==> src/rtl/step_dir_gen_if.sv <==
// Move-command channel between a command source (firmware/SPI block) and
// the step/dir sequencer: valid/ready handshake carrying one move.
interface step_dir_gen_if #(
  parameter int COUNT_W  = 16,
  parameter int PERIOD_W = 16
);
  logic                cmd_valid;
  logic                cmd_ready;
  logic                cmd_dir;
  logic [COUNT_W-1:0]  cmd_steps;
  logic [PERIOD_W-1:0] cmd_period;

  modport master (output cmd_valid, cmd_dir, cmd_steps, cmd_period, input cmd_ready);
  modport slave  (input cmd_valid, cmd_dir, cmd_steps, cmd_period, output cmd_ready);
endinterface

==> src/rtl/step_dir_gen.sv <==
// Motion-command sequencer for the microstepper core. Moves are queued in a
// one-entry pending buffer, then played out as step pulses with a fixed high
// time, a guaranteed direction-setup gap, and a signed absolute position.
module step_dir_gen #(
  parameter int COUNT_W  = 16,
  parameter int PERIOD_W = 16,
  parameter int PULSE_W  = 8,
  parameter int POS_W    = 32
) (
  input  logic               clk,
  input  logic               resetn,
  step_dir_gen_if.slave      cmd,
  input  logic [PULSE_W-1:0] cfg_pulse_width,
  input  logic [PULSE_W-1:0] cfg_dir_setup,
  input  logic               abort,
  output logic               step,
  output logic               dir,
  output logic               enable,
  output logic               busy,
  output logic               done,
  output logic [POS_W-1:0]   position
);
  // Counter must hold both a full period and pulse width + 1.
  localparam int CNT_W = (PERIOD_W > PULSE_W) ? PERIOD_W : PULSE_W + 1;
  localparam logic [CNT_W-1:0]   CNT_ZERO   = {CNT_W{1'b0}};
  localparam logic [CNT_W-1:0]   CNT_ONE    = {{(CNT_W-1){1'b0}}, 1'b1};
  localparam logic [COUNT_W-1:0] COUNT_ZERO = {COUNT_W{1'b0}};
  localparam logic [COUNT_W-1:0] COUNT_ONE  = {{(COUNT_W-1){1'b0}}, 1'b1};
  localparam logic [POS_W-1:0]   POS_ZERO   = {POS_W{1'b0}};
  localparam logic [POS_W-1:0]   POS_ONE    = {{(POS_W-1){1'b0}}, 1'b1};

  typedef enum logic [2:0] {
    IDLE  = 3'd0,
    LOAD  = 3'd1,
    SETUP = 3'd2,
    HIGH  = 3'd3,
    LOW   = 3'd4
  } state_t;

  state_t              state_r, state_nx;
  logic                pend_full_r;
  logic                pend_dir_r;
  logic [COUNT_W-1:0]  pend_steps_r;
  logic [PERIOD_W-1:0] pend_period_r;
  logic                act_dir_r;
  logic [COUNT_W-1:0]  rem_r, rem_nx;
  logic [CNT_W-1:0]    cnt_r, cnt_nx;
  logic [CNT_W-1:0]    pw_r, per_r;
  logic                abort_hold_r, abort_hold_nx;
  logic                dir_r, dir_nx;
  logic                step_r, done_r, done_nx, enable_r;
  logic [POS_W-1:0]    pos_r;
  logic                accept_s, take_s, rise_s, busy_s;
  logic [CNT_W-1:0]    pw_eff_s, per_eff_s, pw_m1_s;

  assign cmd.cmd_ready = resetn & ~pend_full_r & ~abort;
  assign accept_s      = cmd.cmd_valid & cmd.cmd_ready;
  assign busy_s        = (state_r != IDLE) | pend_full_r;

  // Effective pulse width / period: pulse at least 1 cycle, low time at least 1 cycle.
  assign pw_eff_s  = (cfg_pulse_width == {PULSE_W{1'b0}}) ? CNT_ONE : CNT_W'(cfg_pulse_width);
  assign per_eff_s = (CNT_W'(pend_period_r) > pw_eff_s) ? CNT_W'(pend_period_r) : (pw_eff_s + CNT_ONE);
  assign pw_m1_s   = pw_r - CNT_ONE;

  // Pending buffer: filled by a handshake, emptied by LOAD, flushed by abort.
  always_ff @(posedge clk) begin
    if (!resetn) begin
      pend_full_r   <= 1'b0;
      pend_dir_r    <= 1'b0;
      pend_steps_r  <= COUNT_ZERO;
      pend_period_r <= {PERIOD_W{1'b0}};
    end else if (abort) begin
      pend_full_r   <= 1'b0;
    end else if (accept_s) begin
      pend_full_r   <= 1'b1;
      pend_dir_r    <= cmd.cmd_dir;
      pend_steps_r  <= cmd.cmd_steps;
      pend_period_r <= cmd.cmd_period;
    end else if (take_s) begin
      pend_full_r   <= 1'b0;
    end else begin
      pend_full_r   <= pend_full_r;
    end
  end

  // Next-state and datapath-update decisions for the move sequencer.
  always_comb begin
    state_nx      = state_r;
    cnt_nx        = cnt_r;
    rem_nx        = rem_r;
    dir_nx        = dir_r;
    done_nx       = 1'b0;
    take_s        = 1'b0;
    rise_s        = 1'b0;
    abort_hold_nx = abort_hold_r;
    case (state_r)
      IDLE: begin
        abort_hold_nx = 1'b0;
        if (pend_full_r && !abort) begin
          state_nx = LOAD;
          take_s   = 1'b1;
        end else begin
          state_nx = IDLE;
        end
      end
      LOAD: begin
        if (abort) begin
          state_nx = IDLE;
        end else if (rem_r == COUNT_ZERO) begin
          state_nx = IDLE;
          done_nx  = 1'b1;
        end else if ((act_dir_r != dir_r) && (cfg_dir_setup != {PULSE_W{1'b0}})) begin
          dir_nx   = act_dir_r;
          state_nx = SETUP;
          cnt_nx   = CNT_W'(cfg_dir_setup) - CNT_ONE;
        end else begin
          dir_nx   = act_dir_r;
          state_nx = HIGH;
          rise_s   = 1'b1;
          cnt_nx   = pw_m1_s;
        end
      end
      SETUP: begin
        if (abort) begin
          state_nx = IDLE;
        end else if (cnt_r == CNT_ZERO) begin
          state_nx = HIGH;
          rise_s   = 1'b1;
          cnt_nx   = pw_m1_s;
        end else begin
          cnt_nx   = cnt_r - CNT_ONE;
        end
      end
      HIGH: begin
        // A started pulse always runs its full width; abort is remembered.
        if (cnt_r == CNT_ZERO) begin
          if (abort || abort_hold_r) begin
            state_nx      = IDLE;
            abort_hold_nx = 1'b0;
          end else begin
            state_nx = LOW;
            cnt_nx   = per_r - pw_r - CNT_ONE;
          end
        end else begin
          cnt_nx        = cnt_r - CNT_ONE;
          abort_hold_nx = abort_hold_r | abort;
        end
      end
      LOW: begin
        if (abort) begin
          state_nx = IDLE;
        end else if (cnt_r == CNT_ZERO) begin
          if (rem_r > COUNT_ONE) begin
            rem_nx   = rem_r - COUNT_ONE;
            state_nx = HIGH;
            rise_s   = 1'b1;
            cnt_nx   = pw_m1_s;
          end else begin
            rem_nx  = COUNT_ZERO;
            done_nx = 1'b1;
            if (pend_full_r) begin
              state_nx = LOAD;
              take_s   = 1'b1;
            end else begin
              state_nx = IDLE;
            end
          end
        end else begin
          cnt_nx = cnt_r - CNT_ONE;
        end
      end
      default: begin
        state_nx = IDLE;
      end
    endcase
  end

  // State register, active-move registers and registered outputs.
  always_ff @(posedge clk) begin
    if (!resetn) begin
      state_r      <= IDLE;
      cnt_r        <= CNT_ZERO;
      rem_r        <= COUNT_ZERO;
      act_dir_r    <= 1'b0;
      pw_r         <= CNT_ONE;
      per_r        <= CNT_ZERO;
      abort_hold_r <= 1'b0;
      dir_r        <= 1'b0;
      step_r       <= 1'b0;
      done_r       <= 1'b0;
      enable_r     <= 1'b0;
      pos_r        <= POS_ZERO;
    end else begin
      state_r      <= state_nx;
      cnt_r        <= cnt_nx;
      abort_hold_r <= abort_hold_nx;
      dir_r        <= dir_nx;
      step_r       <= (state_nx == HIGH);
      done_r       <= done_nx;
      enable_r     <= busy_s;
      if (take_s) begin
        rem_r     <= pend_steps_r;
        act_dir_r <= pend_dir_r;
        pw_r      <= pw_eff_s;
        per_r     <= per_eff_s;
      end else begin
        rem_r     <= rem_nx;
      end
      if (rise_s) begin
        pos_r <= act_dir_r ? (pos_r + POS_ONE) : (pos_r - POS_ONE);
      end else begin
        pos_r <= pos_r;
      end
    end
  end

  assign step     = step_r;
  assign dir      = dir_r;
  assign enable   = enable_r;
  assign busy     = busy_s;
  assign done     = done_r;
  assign position = pos_r;
endmodule

==> src/flat_wrapper.sv <==
// flat-port wrapper written by rule: the top's interface ports become plain ports
module step_dir_gen_flat 
#(
  parameter int COUNT_W  = 16,
  parameter int PERIOD_W = 16,
  parameter int PULSE_W  = 8,
  parameter int POS_W    = 32
)
  (clk, resetn, cfg_pulse_width, cfg_dir_setup, abort, step, dir, enable, busy, done, position, cmd_cmd_valid, cmd_cmd_dir, cmd_cmd_steps, cmd_cmd_period, cmd_cmd_ready);
  step_dir_gen_if #(.COUNT_W(COUNT_W), .PERIOD_W(PERIOD_W)) cmd_i ();
  input  logic clk;
  input  logic resetn;
  input  logic [PULSE_W-1:0] cfg_pulse_width;
  input  logic [PULSE_W-1:0] cfg_dir_setup;
  input  logic abort;
  output logic step;
  output logic dir;
  output logic enable;
  output logic busy;
  output logic done;
  output logic [POS_W-1:0] position;
  input wire logic [$bits(cmd_i.cmd_valid)-1:0] cmd_cmd_valid;
  input wire logic [$bits(cmd_i.cmd_dir)-1:0] cmd_cmd_dir;
  input wire logic [$bits(cmd_i.cmd_steps)-1:0] cmd_cmd_steps;
  input wire logic [$bits(cmd_i.cmd_period)-1:0] cmd_cmd_period;
  output wire logic [$bits(cmd_i.cmd_ready)-1:0] cmd_cmd_ready;
  assign cmd_i.cmd_valid = cmd_cmd_valid;
  assign cmd_i.cmd_dir = cmd_cmd_dir;
  assign cmd_i.cmd_steps = cmd_cmd_steps;
  assign cmd_i.cmd_period = cmd_cmd_period;
  assign cmd_cmd_ready = cmd_i.cmd_ready;
  step_dir_gen #(.COUNT_W(COUNT_W), .PERIOD_W(PERIOD_W), .PULSE_W(PULSE_W), .POS_W(POS_W)) u_core (.clk(clk), .resetn(resetn), .cmd(cmd_i), .cfg_pulse_width(cfg_pulse_width), .cfg_dir_setup(cfg_dir_setup), .abort(abort), .step(step), .dir(dir), .enable(enable), .busy(busy), .done(done), .position(position));
endmodule
==> config.mk <==
export PLATFORM = sky130hd
export DESIGN_NAME = step_dir_gen_flat
export DESIGN_NICKNAME = d
export VERILOG_FILES = /design/src/rtl/step_dir_gen_if.sv /design/src/rtl/step_dir_gen.sv /design/src/flat_wrapper.sv
export SDC_FILE = /design/constraint.sdc
export NUM_CORES = 1
export LEC_CHECK = 0
export BUFFER_PORTS_ARGS = -buffer_cell sky130_fd_sc_hd__buf_2
export CORE_ASPECT_RATIO = 1.4
export CORE_MARGIN = 3
export CORE_UTILIZATION = 42
export CTS_CLUSTER_DIAMETER = 60
export CTS_CLUSTER_SIZE = 24
export DETAILED_ROUTE_END_ITERATION = 12
export GPL_TIMING_DRIVEN = 0
export PLACE_DENSITY = 0.71
export SLEW_MARGIN = 20
export SYNTH_ARGS = -nofsm -noshare
export SYNTH_HDL_FRONTEND = slang
export SYNTH_SLANG_ARGS = --single-unit
==> constraint.sdc <==
create_clock -name clk -period 3.95 [get_ports clk]
set_input_delay 0.395 -clock clk [delete_from_list [all_inputs] [get_ports clk]]
set_output_delay 0.395 -clock clk [all_outputs]
set_load 0.02 [all_outputs]
==> results of run 1 <==
==> where the power goes <==
| group | total [mW] | leakage (nW) | switching (mW) | internal (mW) |
|---|---|---|---|---|
| clock | 1.50 | 0.271 | 0.594 | 0.904 |
| combinational | 0.317 | 3.14 | 0.183 | 0.133 |
| sequential | 1.35 | 1.06 | 0.0142 | 1.34 |
| total | 3.17 | 4.47 | 0.791 | 2.38 |
==> cell usage after synthesis (4+ instances only) <==
cell | number | area share (%)
inv_1 | 40 | 1.7
o21bai_1 | 8 | 0.68
buf_4 | 6 | 0.51
a31oi_1 | 16 | 1.1
and2_1 | 17 | 1.2
o22ai_1 | 10 | 0.71
nor2b_1 | 17 | 1.2
a21boi_1 | 40 | 3.4
nor2_1 | 64 | 2.7
nand2_1 | 212 | 9.0
xor2_1 | 25 | 2.5
ha_1 | 54 | 7.7
and3_1 | 10 | 0.71
o211a_1 | 8 | 0.91
xnor2_1 | 39 | 3.9
nor4_1 | 10 | 0.71
o211ai_1 | 5 | 0.43
nor3_1 | 27 | 1.5
nand2b_1 | 13 | 0.92
a22oi_1 | 4 | 0.34
or3_1 | 7 | 0.50
and4b_1 | 4 | 0.45
nand4_1 | 7 | 0.50
mux2i_1 | 5 | 0.57
nand3_1 | 38 | 2.2
nor3_2 | 6 | 0.68
a21boi_0 | 40 | 3.4
a221oi_1 | 5 | 0.50
a21o_1 | 24 | 2.0
buf_2 | 10 | 0.57
dfxtp_1 | 131 | 30
o31ai_1 | 6 | 0.51
a21oi_1 | 62 | 3.5
o21ai_0 | 73 | 4.1
clkbuf_1 | 38 | 1.6
a211oi_1 | 7 | 0.60
==> metal layers <==
layer / vias up / part of all wire, % / wire length (um) / global-route usage [%]
met5: - / 0 / 0 / 0
met2: 184 / 52 / 12200 / 37.7
met4: 0 / 3.4 / 801 / 9.42
li1: 4258 / - / - / -
met1: 3825 / 41 / 9570 / 23.1
met3: 51 / 4.0 / 927 / 3.58
==> final cells by class <==
type | instances | share of cell area (%)
Buffer | 55 | 2.52
Timing Repair Buffer | 92 | 4.58
Multi-Input combinational cell | 915 | 56.9
Timing Repair inverter | 1 | 0.0739
Clock buffer | 21 | 4.63
Clock inverter | 9 | 0.813
Sequential cell | 131 | 25.8
Tap cell | 256 | 3.15
Inverter | 40 | 1.51
==> placed cells by master, fill, tap and decap left out, types with 39 or more instances in the layout <==
master,n
inv_1,39
a21oi_1,62
a21boi_1,40
ha_1,54
o21ai_0,73
nor2_1,64
xnor2_1,39
nand2_1,212
dfxtp_1,131
a21boi_0,40
buf_2,100
==> flip-flops by register name, indices dropped and copies added (netlist names), 3 cells and up <==
name,flops
u_core.cnt_r,16
u_core.pend_period_r,16
u_core.pend_steps_r,16
u_core.per_r,16
u_core.position,32
u_core.pw_r,8
u_core.rem_r,16
u_core.state_r,3
==> worst max-delay path: stages, from the launching register on <==
cell and delay, ns:
dfxtp_1 0.64, clkinvlp_4 0.16, buf_4 0.22, fa_1 0.42, a21o_1 0.20, a221oi_2 0.34
nor2_1 0.13, a221oi_2 0.42, o22ai_1 0.23, o221ai_2 0.27, o21ai_1 0.14, xnor2_1 0.15
o21ai_0 0.08, and2_1 0.15
==> path summary, 6_finish.rpt <==
path,endpoint,startpoint,cells after the start
setup / recovery,u_core.position[30],u_core.act_dir_r,13
hold / removal,u_core.pend_steps_r[6],cmd_cmd_steps[6],3
setup reg to reg,u_core.position[30],u_core.act_dir_r,13
hold reg to reg,u_core.pw_r[7],u_core.pw_r[7],2
==> what timing repair did <==
action,4_1_cts,5_1_grt
setup endpoints to repair,2,7
gates resized for setup,1,1
cloned,1,0
pin swaps,0,0
endpoints found under the hold margin,0,0
setup buffers,2,0
==> cells by family (layout without fill, tap and decap cells) <==
logic type               Yosys count  in the layout
flip-flops                       131            131
AO/OA/AOI/OAI                    333            333
multiplexers                       5              5
adder cells (fa/ha/maj)           56             56
buffers and inverters             96            218
XOR/XNOR                          64             64
AND/OR/NAND/NOR                  457            457
==> out/summary.txt, run 1 <==
======================================================================================
Max-Cap Viols ...........................................................            0
DR iter-0 viols .........................................................          338
Std-Cell Rows ...........................................................           62
Final antenna diode count ...............................................            0
Part of the Yosys area used for sequential elements .....................        29.8%
Run status .............................................................. finished clean
Post-route setup slack ..................................................     0.303 ns
Cell at the root of the clock tree ......................................    clkbuf_16
Fin Setup TNS ...........................................................         0 ns
Maximum resistive drop on vdd ...........................................     0.302 mV
First-pass GRT wire length ..............................................     38500 um
Wire length per cell ....................................................      15.4 um
Yosys warning count .....................................................            0
Unrepaired setup endpoints after global routing .........................        false
Clock slew at the register clock pins of the worst setup and hold paths .      0.06 ns
Final cell count without fillers ........................................         1520
Power density cells .....................................................  312 mW/mm^2
Commonest register cell after synthesis .................................      dfxtp_1
Transition time at the pin with the least slew margin ...................     0.900 ns
Max-slew violation count ................................................            0
Hold Slack ..............................................................     0.214 ns
Skew-Pair Late Insertion Delay ..........................................      0.43 ns
Die Height ..............................................................       177 um
Setup violations, final .................................................            0
Crit path max fanout ....................................................           14
Post-Synth Adder-Cell Area ..............................................        8.12%
Critical Path End Type ..................................................     register
Total power draw ........................................................      3.17 mW
Combinational family with the most area after synthesis ................. simple AND/OR/NAND/NOR gates
Number of optimization iterations in the first detailed-route pass ......            5
Multi-input gate area ................................................... 0.00578 sq mm
R2r setup slk ...........................................................      0.30 ns
Final routed wirelength across all metal layers .........................     23500 um
Cell area after synthesis ............................................... 0.00881 sq mm
Clk sinks ...............................................................          131
Reported leakage power ..................................................      4.47 nW
Number of vias after detailed routing ...................................         8318
Number of nets at the end of the flow ...................................         1362
Distinct cells, synth ...................................................           73
Setup clock skew after layout ...........................................    0.0118 ns
TritonCTS buffer count ..................................................           17
Simple-gate area share of the yosys netlist .............................        25.5%
Final RePlAce weighted congestion .......................................        0.892
Maximum buffer depth of the clock tree ..................................            2
Post-route fraction of the period consumed by the critical path .........        92.3%
Avg Vias per Cell .......................................................         5.47
Core footprint .......................................................... 0.0206 sq mm
Half-perimeter wire length after detailed placement .....................     18100 um
Count of unresolved DRC violations after routing ........................            0
Final antenna-violating net count .......................................            0
Flip-flop and latch count after synthesis ...............................          131
Share of synthesized area spent on multiplexers .........................       0.568%
IO buf count ............................................................           90
Horizontal die dimension ................................................       128 um
Category of the worst setup path launch point ...........................     register
Fraction of layout instances using a drive strength above 1 .............        13.3%
Post-route cell area .................................................... 0.0102 sq mm
Post-synthesis async set-or-reset flop share ............................           0%
Initial antenna violation count .........................................            0
Total congestion overflow after global routing ..........................            0
Min Tclk post-route .....................................................      3.65 ns
Fillers .................................................................         2039
Xor and xnor area share after synthesis .................................        6.36%
Largest net degree at the start of global routing .......................           17
Area fraction in compound gates after synthesis .........................        25.0%
Number of enable flip-flop cells after synthesis ........................            0
CP Class ................................................................ register to register
CTS H-Tree Depth ........................................................            4
Initial core utilization ................................................        42.9%
Maximum operating frequency .............................................      274 MHz
Area used by sequential logic in the layout ............................. 0.00262 sq mm
Setup WS pre-CTS ........................................................    -0.163 ns
Overall routing resource usage ..........................................        20.7%
Avg Cell Area, Syn ......................................................   7.72 sq um
Data arrival time at the worst-slack endpoint ...........................      3.97 ns
Standard cell area after detailed placement ............................. 0.00958 sq mm
Vias in the first global route ..........................................         8121
Fraction of the core area covered by cells at the end of the flow .......        49.4%
Worst slew margin relative to its limit .................................        39.5%
Area growth from synthesis to layout ....................................        15.3%
Hold Fails Final Rpt ....................................................            0
Post-Synthesis Net Count ................................................         1251
Post-Synthesis Cells ....................................................         1142
Min-Delay Path Class .................................................... input pin to register
Required @ worst endpoint ...............................................      4.27 ns
Post-cts hold buffer count ..............................................            0
I/O pin count ...........................................................           91
Clock tree from TritonCTS ...............................................          yes
Total Die Area .......................................................... 0.0228 sq mm
Dpl cells ...............................................................         1488
======================================================================================
Power figures use the tool's default switching activity.
==> run 2: changes to the inputs <==
--- a/config.mk
+++ b/config.mk
@@ -5,6 +5,7 @@
 export SDC_FILE = /design/constraint.sdc
 export NUM_CORES = 1
 export LEC_CHECK = 0
+export ABC_AREA = 1
 export BUFFER_PORTS_ARGS = -buffer_cell sky130_fd_sc_hd__buf_2
 export CORE_ASPECT_RATIO = 1.4
 export CORE_MARGIN = 3
@@ -13,7 +14,7 @@
 export CTS_CLUSTER_SIZE = 24
 export DETAILED_ROUTE_END_ITERATION = 12
 export GPL_TIMING_DRIVEN = 0
-export PLACE_DENSITY = 0.71
+export PLACE_DENSITY = 0.73
 export SLEW_MARGIN = 20
 export SYNTH_ARGS = -nofsm -noshare
 export SYNTH_HDL_FRONTEND = slang
==> constraint.sdc (replaced) <==
create_clock -name clk -period 3 [get_ports clk]
set_input_delay 0.3 -clock clk [delete_from_list [all_inputs] [get_ports clk]]
set_output_delay 0.3 -clock clk [all_outputs]
set_load 0.02 [all_outputs]
==> run 2 against run 1 <==
Sequential share of layout area fell by 1.7 points. Hold slack got worse by 0.094 ns. Sequential power increased by 36%. Largest power group unchanged.
==> out/summary.txt, run 2 <==
======================================================================================
Run status .............................................................. finished clean
Core footprint .......................................................... 0.0221 sq mm
Area fraction of the dominant cell type after synthesis .................        27.5%
Initial core utilization ................................................        43.1%
Total Die Area .......................................................... 0.0246 sq mm
Fraction of layout instances using a drive strength above 1 .............        11.6%
Total power draw ........................................................      4.81 mW
Setup Fix Bufs, Post-CTS ................................................            0
Final routed wirelength across all metal layers .........................     29000 um
Wire length per cell ....................................................      15.1 um
Area growth from synthesis to layout ....................................        14.1%
Initial antenna violation count .........................................            1
Largest cells by area after synthesis ................................... dfxtp_1 (28%), nand2_1 (13%), nor2_1 (8.0%)
Setup violations, final .................................................            0
Unrepaired setup endpoints after global routing .........................        false
Hold Fails Final Rpt ....................................................            0
Number of vias after detailed routing ...................................        10200
Post-Synthesis Net Count ................................................         1615
Data arrival time at the worst-slack endpoint ...........................      2.99 ns
Maximum buffer depth of the clock tree ..................................            2
I/O pin count ...........................................................           91
Min-Delay Path Class .................................................... input pin to register
Setup clock skew after layout ...........................................   0.00932 ns
Total congestion overflow after global routing ..........................            0
Critical Path End Type ..................................................     register
Clock network fraction of total power ...................................        39.3%
Cell type with the largest total area after synthesis ...................      dfxtp_1
Vias in the first global route ..........................................         9750
Post-synthesis async set-or-reset flop share ............................           0%
Post-Synthesis Cells ....................................................         1506
Sw Share ................................................................        32.7%
Net switching power .....................................................      1.57 mW
Die Height ..............................................................       184 um
Post-route setup slack ..................................................     0.337 ns
Skew-Pair Late Insertion Delay ..........................................      0.43 ns
Cell area after synthesis ............................................... 0.00953 sq mm
Number of nets at the end of the flow ...................................         1723
Most frequent CP cell ...................................................      nand2_1
IO buf count ............................................................           89
Number of gates resized after CTS .......................................            0
Cell at the root of the clock tree ......................................    clkbuf_16
Crit path max fanout ....................................................           33
Final antenna-violating net count .......................................            0
Hold Slack ..............................................................     0.121 ns
Slowest cell on the critical path .......................................      dfxtp_1
Clock slew at the register clock pins of the worst setup and hold paths .      0.06 ns
Commonest cells in the synthesized netlist .............................. nand2_1 (318), nor2_1 (204), inv_1 (161), nand3_1 (132), dfxtp_1 (131)
Number of optimization iterations in the first detailed-route pass ......            6
Hold-critical path depth ................................................            3
Fillers .................................................................         2337
Reported leakage power ..................................................      5.54 nW
Transition time at the pin with the least slew margin ...................     0.727 ns
Yosys warning count .....................................................            0
Number of enable flip-flop cells after synthesis ........................            0
Avg Cell Area, Syn ......................................................   6.33 sq um
Setup WS pre-CTS ........................................................     0.275 ns
Maximum operating frequency .............................................      376 MHz
Horizontal die dimension ................................................       133 um
Commonest register cell after synthesis .................................      dfxtp_1
Fraction of the core area covered by cells at the end of the flow .......        49.2%
Category of the worst setup path launch point ...........................     register
Leading cell type in the layout, fill and taps excluded .................      nand2_1
TritonCTS buffer count ..................................................           17
Flip-flop and latch count after synthesis ...............................          131
Half-perimeter wire length after detailed placement .....................     23000 um
Maximum resistive drop on vdd ...........................................     0.390 mV
Clk sinks ...............................................................          131
Final cell count without fillers ........................................         1924
Internal Pwr Total ......................................................      3.23 mW
Most repeated cell in the gate-level netlist after synthesis ............      nand2_1
Count of unresolved DRC violations after routing ........................            0
Part of the Yosys area used for sequential elements .....................        27.5%
Largest net degree at the start of global routing .......................           34
Clock tree from TritonCTS ...............................................          yes
DR iter-0 viols .........................................................          618
Final RePlAce weighted congestion .......................................        0.988
CTS H-Tree Depth ........................................................            4
Combinational power share ...............................................        22.5%
Cells on worst reg2reg path .............................................           12
Overall routing resource usage ..........................................        23.4%
Std-Cell Rows ...........................................................           64
Largest register FFs ....................................................           32
First-pass GRT wire length ..............................................     46500 um
Post-cts hold buffer count ..............................................            0
Required @ worst endpoint ...............................................      3.33 ns
Commonest non-fill, non-tap cells in the layout ......................... nand2_1 (318), nor2_1 (204), inv_1 (160)
Post-route fraction of the period consumed by the critical path .........        88.8%
Proportion of power drawn by flip-flops and latches .....................        38.2%
Dpl cells ...............................................................         1892
Max-slew violation count ................................................            0
Worst slew margin relative to its limit .................................        51.5%
Power density cells .....................................................  442 mW/mm^2
Crit-path cells ......................................................... inv_4 > ha_1 > a21oi_1 > o21ai_0 > a21oi_1 > nor2_1 > nor2_1 > nand2_1 > nand2_1 > nand3_1 > nand2_1 > inv_1
Max-Cap Viols ...........................................................            0
Min Tclk post-route .....................................................      2.66 ns
Largest stage delay on the critical path ................................      0.52 ns
CP Class ................................................................ register to register
Distinct cells, synth ...................................................           46
Avg Vias per Cell .......................................................         5.32
======================================================================================
run 2: cell count changes after synthesis, sizes merged, moves of 14 or more:
cell,change
xnor2,-19
a21oi,+67
nand2,+111
nor2,+149
a21o,-20
and2,-14
nor2b,-17
clkbuf,-16
nand3,+100
o21ai,+68
a21boi,-79
inv,+131
run 2: stage by stage:
stage               TNS, ns  instance area [sq um]
floorplan                 0                   9530
global placement     -0.262                  10400
detailed placement        0                  10400
CTS                       0                  10900
global route              0                  10900
finish                    0                  10900
run 2: power by group through the flow:
stage          Combinational [mW]  Sequential, mW  Clock (mW)
6_report                     1.08            1.83        1.89
3_3_place_gp                 1.05            1.87           0
4_1_cts                      1.07            1.83        1.91
5_1_grt                      1.22            1.84        1.98
3_5_place_dp                 1.06            1.87           0
2_1_floorplan               0.775            1.86           0
run 2: worst paths after layout:
kind,start,slack (ns),endpoint
max,u_core.act_dir_r,0.34,u_core.position[30]
min,cmd_cmd_steps[5],0.12,u_core.pend_steps_r[5]
max reg2reg,u_core.act_dir_r,0.34,u_core.position[30]
min reg2reg,u_core.pend_period_r[8],0.48,u_core.pend_period_r[8]
run 2: area by class of cell:
type,instances,area [sq um],share of cell area (%)
multi-input combinational,1159,6020,55.4
inverter,173,653,6.00
tap,297,372,3.42
antenna,1,2.50,0.0230
clock inverter,9,57.6,0.529
timing repair buffer,89,445,4.09
clock buffer,22,464,4.27
buffer,43,236,2.17
sequential,131,2620,24.1
run 2: logic make-up after synthesis:
logic type,synth area share (%)
AO/OA/AOI/OAI,18.0
XOR/XNOR,4.59
adder cells (fa/ha/maj),7.51
buffers and inverters,9.30
flip-flops,27.5
AND/OR/NAND/NOR,33.1
run 2: critical path: cells and delay by family, from the launching register on:
kind	cells	cell delay [ns]
AO/OA/AOI/OAI	3	0.82
adder cells (fa/ha/maj)	1	0.41
buffers and inverters	2	0.29
flip-flops	1	0.52
AND/OR/NAND/NOR	6	0.50
run 2: per-layer routing:
layer / global-route usage [%] / part of all wire, % / vias to the layer above
met5: 0 / 0 / -
met4: 11.8 / 4.7 / 0
met3: 3.30 / 4.2 / 93
met2: 43.2 / 50 / 302
met1: 26.0 / 41 / 4641
li1: - / - / 5195
==> run 3: changes to the inputs <==
--- a/config.mk
+++ b/config.mk
@@ -9,12 +9,12 @@
 export BUFFER_PORTS_ARGS = -buffer_cell sky130_fd_sc_hd__buf_2
 export CORE_ASPECT_RATIO = 1.4
 export CORE_MARGIN = 3
-export CORE_UTILIZATION = 42
+export CORE_UTILIZATION = 55
 export CTS_CLUSTER_DIAMETER = 60
 export CTS_CLUSTER_SIZE = 24
 export DETAILED_ROUTE_END_ITERATION = 12
 export GPL_TIMING_DRIVEN = 0
-export PLACE_DENSITY = 0.73
+export PLACE_DENSITY = 0.89
 export SLEW_MARGIN = 20
 export SYNTH_ARGS = -nofsm -noshare
 export SYNTH_HDL_FRONTEND = slang
==> run 3 against run 2 <==
Clock-buffer cell count fell by 3. Sequential power barely moved. Highest routed layer unchanged. Via count rose by 1.9%. Total power rose by 9.8%. Flip-flop and latch count did not move. Sequential share of layout area fell by 0.11 points. Register-to-register slack got worse by 0.15 ns. Final area rose by 0.46%. Cell count fell by 3.4%. Worst setup slack got worse by 0.15 ns. Critical path type unchanged. Hold slack got worse by 0.0017 ns. First-iteration DRC count rose by 7.8%.
==> out/summary.txt, run 3 (same netlist as run 2, synthesis figures left out) <==
========================================================================================
Data arrival time at the worst-slack endpoint .............................      3.14 ns
CTS H-Tree Depth ..........................................................            4
Internal Pwr Total ........................................................      3.66 mW
Clock tree from TritonCTS .................................................          yes
Startpoint of the lowest-slack register-to-register path .................. u_core.act_dir_r
Maximum operating frequency ...............................................      356 MHz
IO buf count ..............................................................           89
Number of optimization iterations in the first detailed-route pass ........            5
Category of the worst setup path launch point .............................     register
Number of gates resized after CTS .........................................            0
Setup Fix Bufs, Post-CTS ..................................................            0
Vias in the first global route ............................................        10300
Largest register FFs ......................................................           32
Capture point of the worst reg-to-reg path ................................ u_core.position[26]
Standard cell area after detailed placement ............................... 0.0103 sq mm
Crit-path cells ........................................................... inv_2 > ha_1 > a21oi_1 > o21ai_0 > a21oi_1 > nor2_1 > nor2_1 > nand2_1 > nand2_1 > nand3_1 > nand2_1 > inv_1
Area growth from synthesis to layout ......................................        14.6%
Post-route cell area ...................................................... 0.0109 sq mm
CP Class .................................................................. register to register
Sw Share ..................................................................        30.6%
Reported leakage power ....................................................      5.60 nW
Clock network fraction of total power .....................................        44.5%
Combined buffer and inverter count along the critical path ................            2
Critical Path End Type ....................................................     register
Final antenna diode count .................................................            0
Commonest non-fill, non-tap cells in the layout ........................... nand2_1 (318), nor2_1 (204), inv_1 (160)
Setup violations, final ...................................................            0
Leading cell type in the layout, fill and taps excluded ...................      nand2_1
Count of unresolved DRC violations after routing ..........................            0
Max-slew violation count ..................................................            0
DR iter-0 viols ...........................................................          666
Hold Fails Final Rpt ......................................................            0
Initial antenna violation count ...........................................            1
Fillers ...................................................................         1570
Min-Delay Path Class ...................................................... input pin to register
Overall routing resource usage ............................................        32.1%
Category of cells accounting for the largest share of critical-path delay . compound AO/OA/AOI/OAI gates
Cell at the root of the clock tree ........................................    clkbuf_16
Crit path max fanout ......................................................           33
Required @ worst endpoint .................................................      3.34 ns
Worst slew margin relative to its limit ...................................        48.5%
Total Die Area ............................................................ 0.0190 sq mm
Unrepaired setup endpoints after global routing ...........................        false
Critical path depth .......................................................           12
Half-perimeter wire length after detailed placement .......................     23900 um
Combinational power share .................................................        20.8%
Die Height ................................................................       162 um
Avg Vias per Cell .........................................................         5.61
Core footprint ............................................................ 0.0169 sq mm
Std-Cell Rows .............................................................           56
Net switching power .......................................................      1.61 mW
I/O pin count .............................................................           91
Run status ................................................................ finished clean
Most frequent CP cell .....................................................      nand2_1
Number of vias after detailed routing .....................................        10400
Clk sinks .................................................................          131
Area used by sequential logic in the layout ............................... 0.00262 sq mm
Skew-Pair Late Insertion Delay ............................................      0.43 ns
TritonCTS buffer count ....................................................           17
Final antenna-violating net count .........................................            0
R2r setup slk .............................................................      0.19 ns
Setup clock skew after layout .............................................   0.00697 ns
Cells on worst reg2reg path ...............................................           12
Power density cells .......................................................  483 mW/mm^2
Maximum buffer depth of the clock tree ....................................            2
Multi-input gate area ..................................................... 0.00602 sq mm
Slowest cell on the critical path .........................................        inv_2
Min Tclk post-route .......................................................      2.81 ns
Initial core utilization ..................................................        56.5%
Launch point of the worst path ............................................ u_core.act_dir_r
Transition time at the pin with the least slew margin .....................     0.763 ns
Largest stage delay on the critical path ..................................      0.52 ns
Largest net degree at the start of global routing .........................           34
Fraction of layout instances using a drive strength above 1 ...............        11.9%
Total power draw ..........................................................      5.28 mW
CP endpoint ............................................................... u_core.position[26]
First-pass GRT wire length ................................................     48000 um
Maximum resistive drop on vdd .............................................     0.423 mV
Total congestion overflow after global routing ............................            0
Max-Cap Viols .............................................................            0
Clock slew at the register clock pins of the worst setup and hold paths ...      0.06 ns
Post-route fraction of the period consumed by the critical path ...........        93.6%
Number of nets at the end of the flow .....................................         1723
Horizontal die dimension ..................................................       117 um
Final routed wirelength across all metal layers ...........................     30400 um
Wire length per cell ......................................................      16.3 um
Post-cts hold buffer count ................................................            0
Proportion of power drawn by flip-flops and latches .......................        34.7%
Final RePlAce weighted congestion .........................................        0.991
========================================================================================
-- run 3: cell count changes in the layout (fill, tap and decap cells not counted), sizes merged --
cell	delta
diode	-1
clkinv	-2
clkbuf	-3
bufinv	+5
clkinvlp	+1
-- run 3: final cells by class --
cell class,instances,area share (%)
multi-input cells,1159,55.1
flip-flops and latches,131,24.0
inverters,173,5.95
clock buffers,19,4.14
repair buffers,89,4.08
well taps,232,2.66
plain buffers,43,2.16
clock inverters,13,1.88
-- run 3: metrics by stage --
| stage | cells | util [%] | TNS, ns | hold slack [ns] | setup WS, ns |
|---|---|---|---|---|---|
| 2_1_floorplan | 1506 | - | 0 | 0.430 | 0.726 |
| 3_3_place_gp | 1827 | 60.8 | -1.48 | 0.444 | -0.258 |
| 3_5_place_dp | 1827 | 60.8 | 0 | 0.449 | 0.184 |
| 4_1_cts | 1859 | 64.7 | 0 | 0.114 | 0.219 |
| 5_1_grt | 1859 | 64.7 | 0 | 0.128 | 0.0683 |
| 6_report | 1859 | 64.7 | 0 | 0.119 | 0.192 |
-- run 3: power by group through the flow --
stage	clock [mW]	combinational, mW	sequential (mW)
floorplan	0	0.775	1.86
global placement	0	1.05	1.86
detailed placement	0	1.06	1.87
CTS	2.36	1.08	1.83
global route	2.43	1.21	1.84
finish	2.35	1.10	1.83
-- run 3: metal layers --
layer	up-vias	track usage (%)	wire, um
li1	5187	-	-
met1	4750	31.3	10900
met2	358	58.7	15800
met3	129	6.37	1550
met4	0	22.3	2160
met5	-	0	0
-- run 3: worst register-to-register path, stage by stage (launching register included) --
cell and delay, ns:
dfxtp_1 0.36, inv_2 0.53, ha_1 0.45, a21oi_1 0.23, o21ai_0 0.26, a21oi_1 0.37, nor2_1 0.08, nor2_1 0.15
nand2_1 0.07, nand2_1 0.06, nand3_1 0.07, nand2_1 0.06, inv_1 0.03
-- run 3: how the worst min path moves through the flow --
stage                     cells past startpoint                      end  slack, ns                    start
after detailed placement                      2   u_core.pend_steps_r[9]       0.45   u_core.pend_steps_r[9]
after global routing                          3  u_core.pend_steps_r[11]       0.13        cmd_cmd_steps[11]
after floorplan                               2  u_core.pend_steps_r[10]       0.43  u_core.pend_steps_r[10]
final                                         3  u_core.pend_steps_r[11]       0.12        cmd_cmd_steps[11]
after global placement                        2   u_core.pend_steps_r[9]       0.44   u_core.pend_steps_r[9]
after CTS                                     3  u_core.pend_steps_r[11]       0.11        cmd_cmd_steps[11]
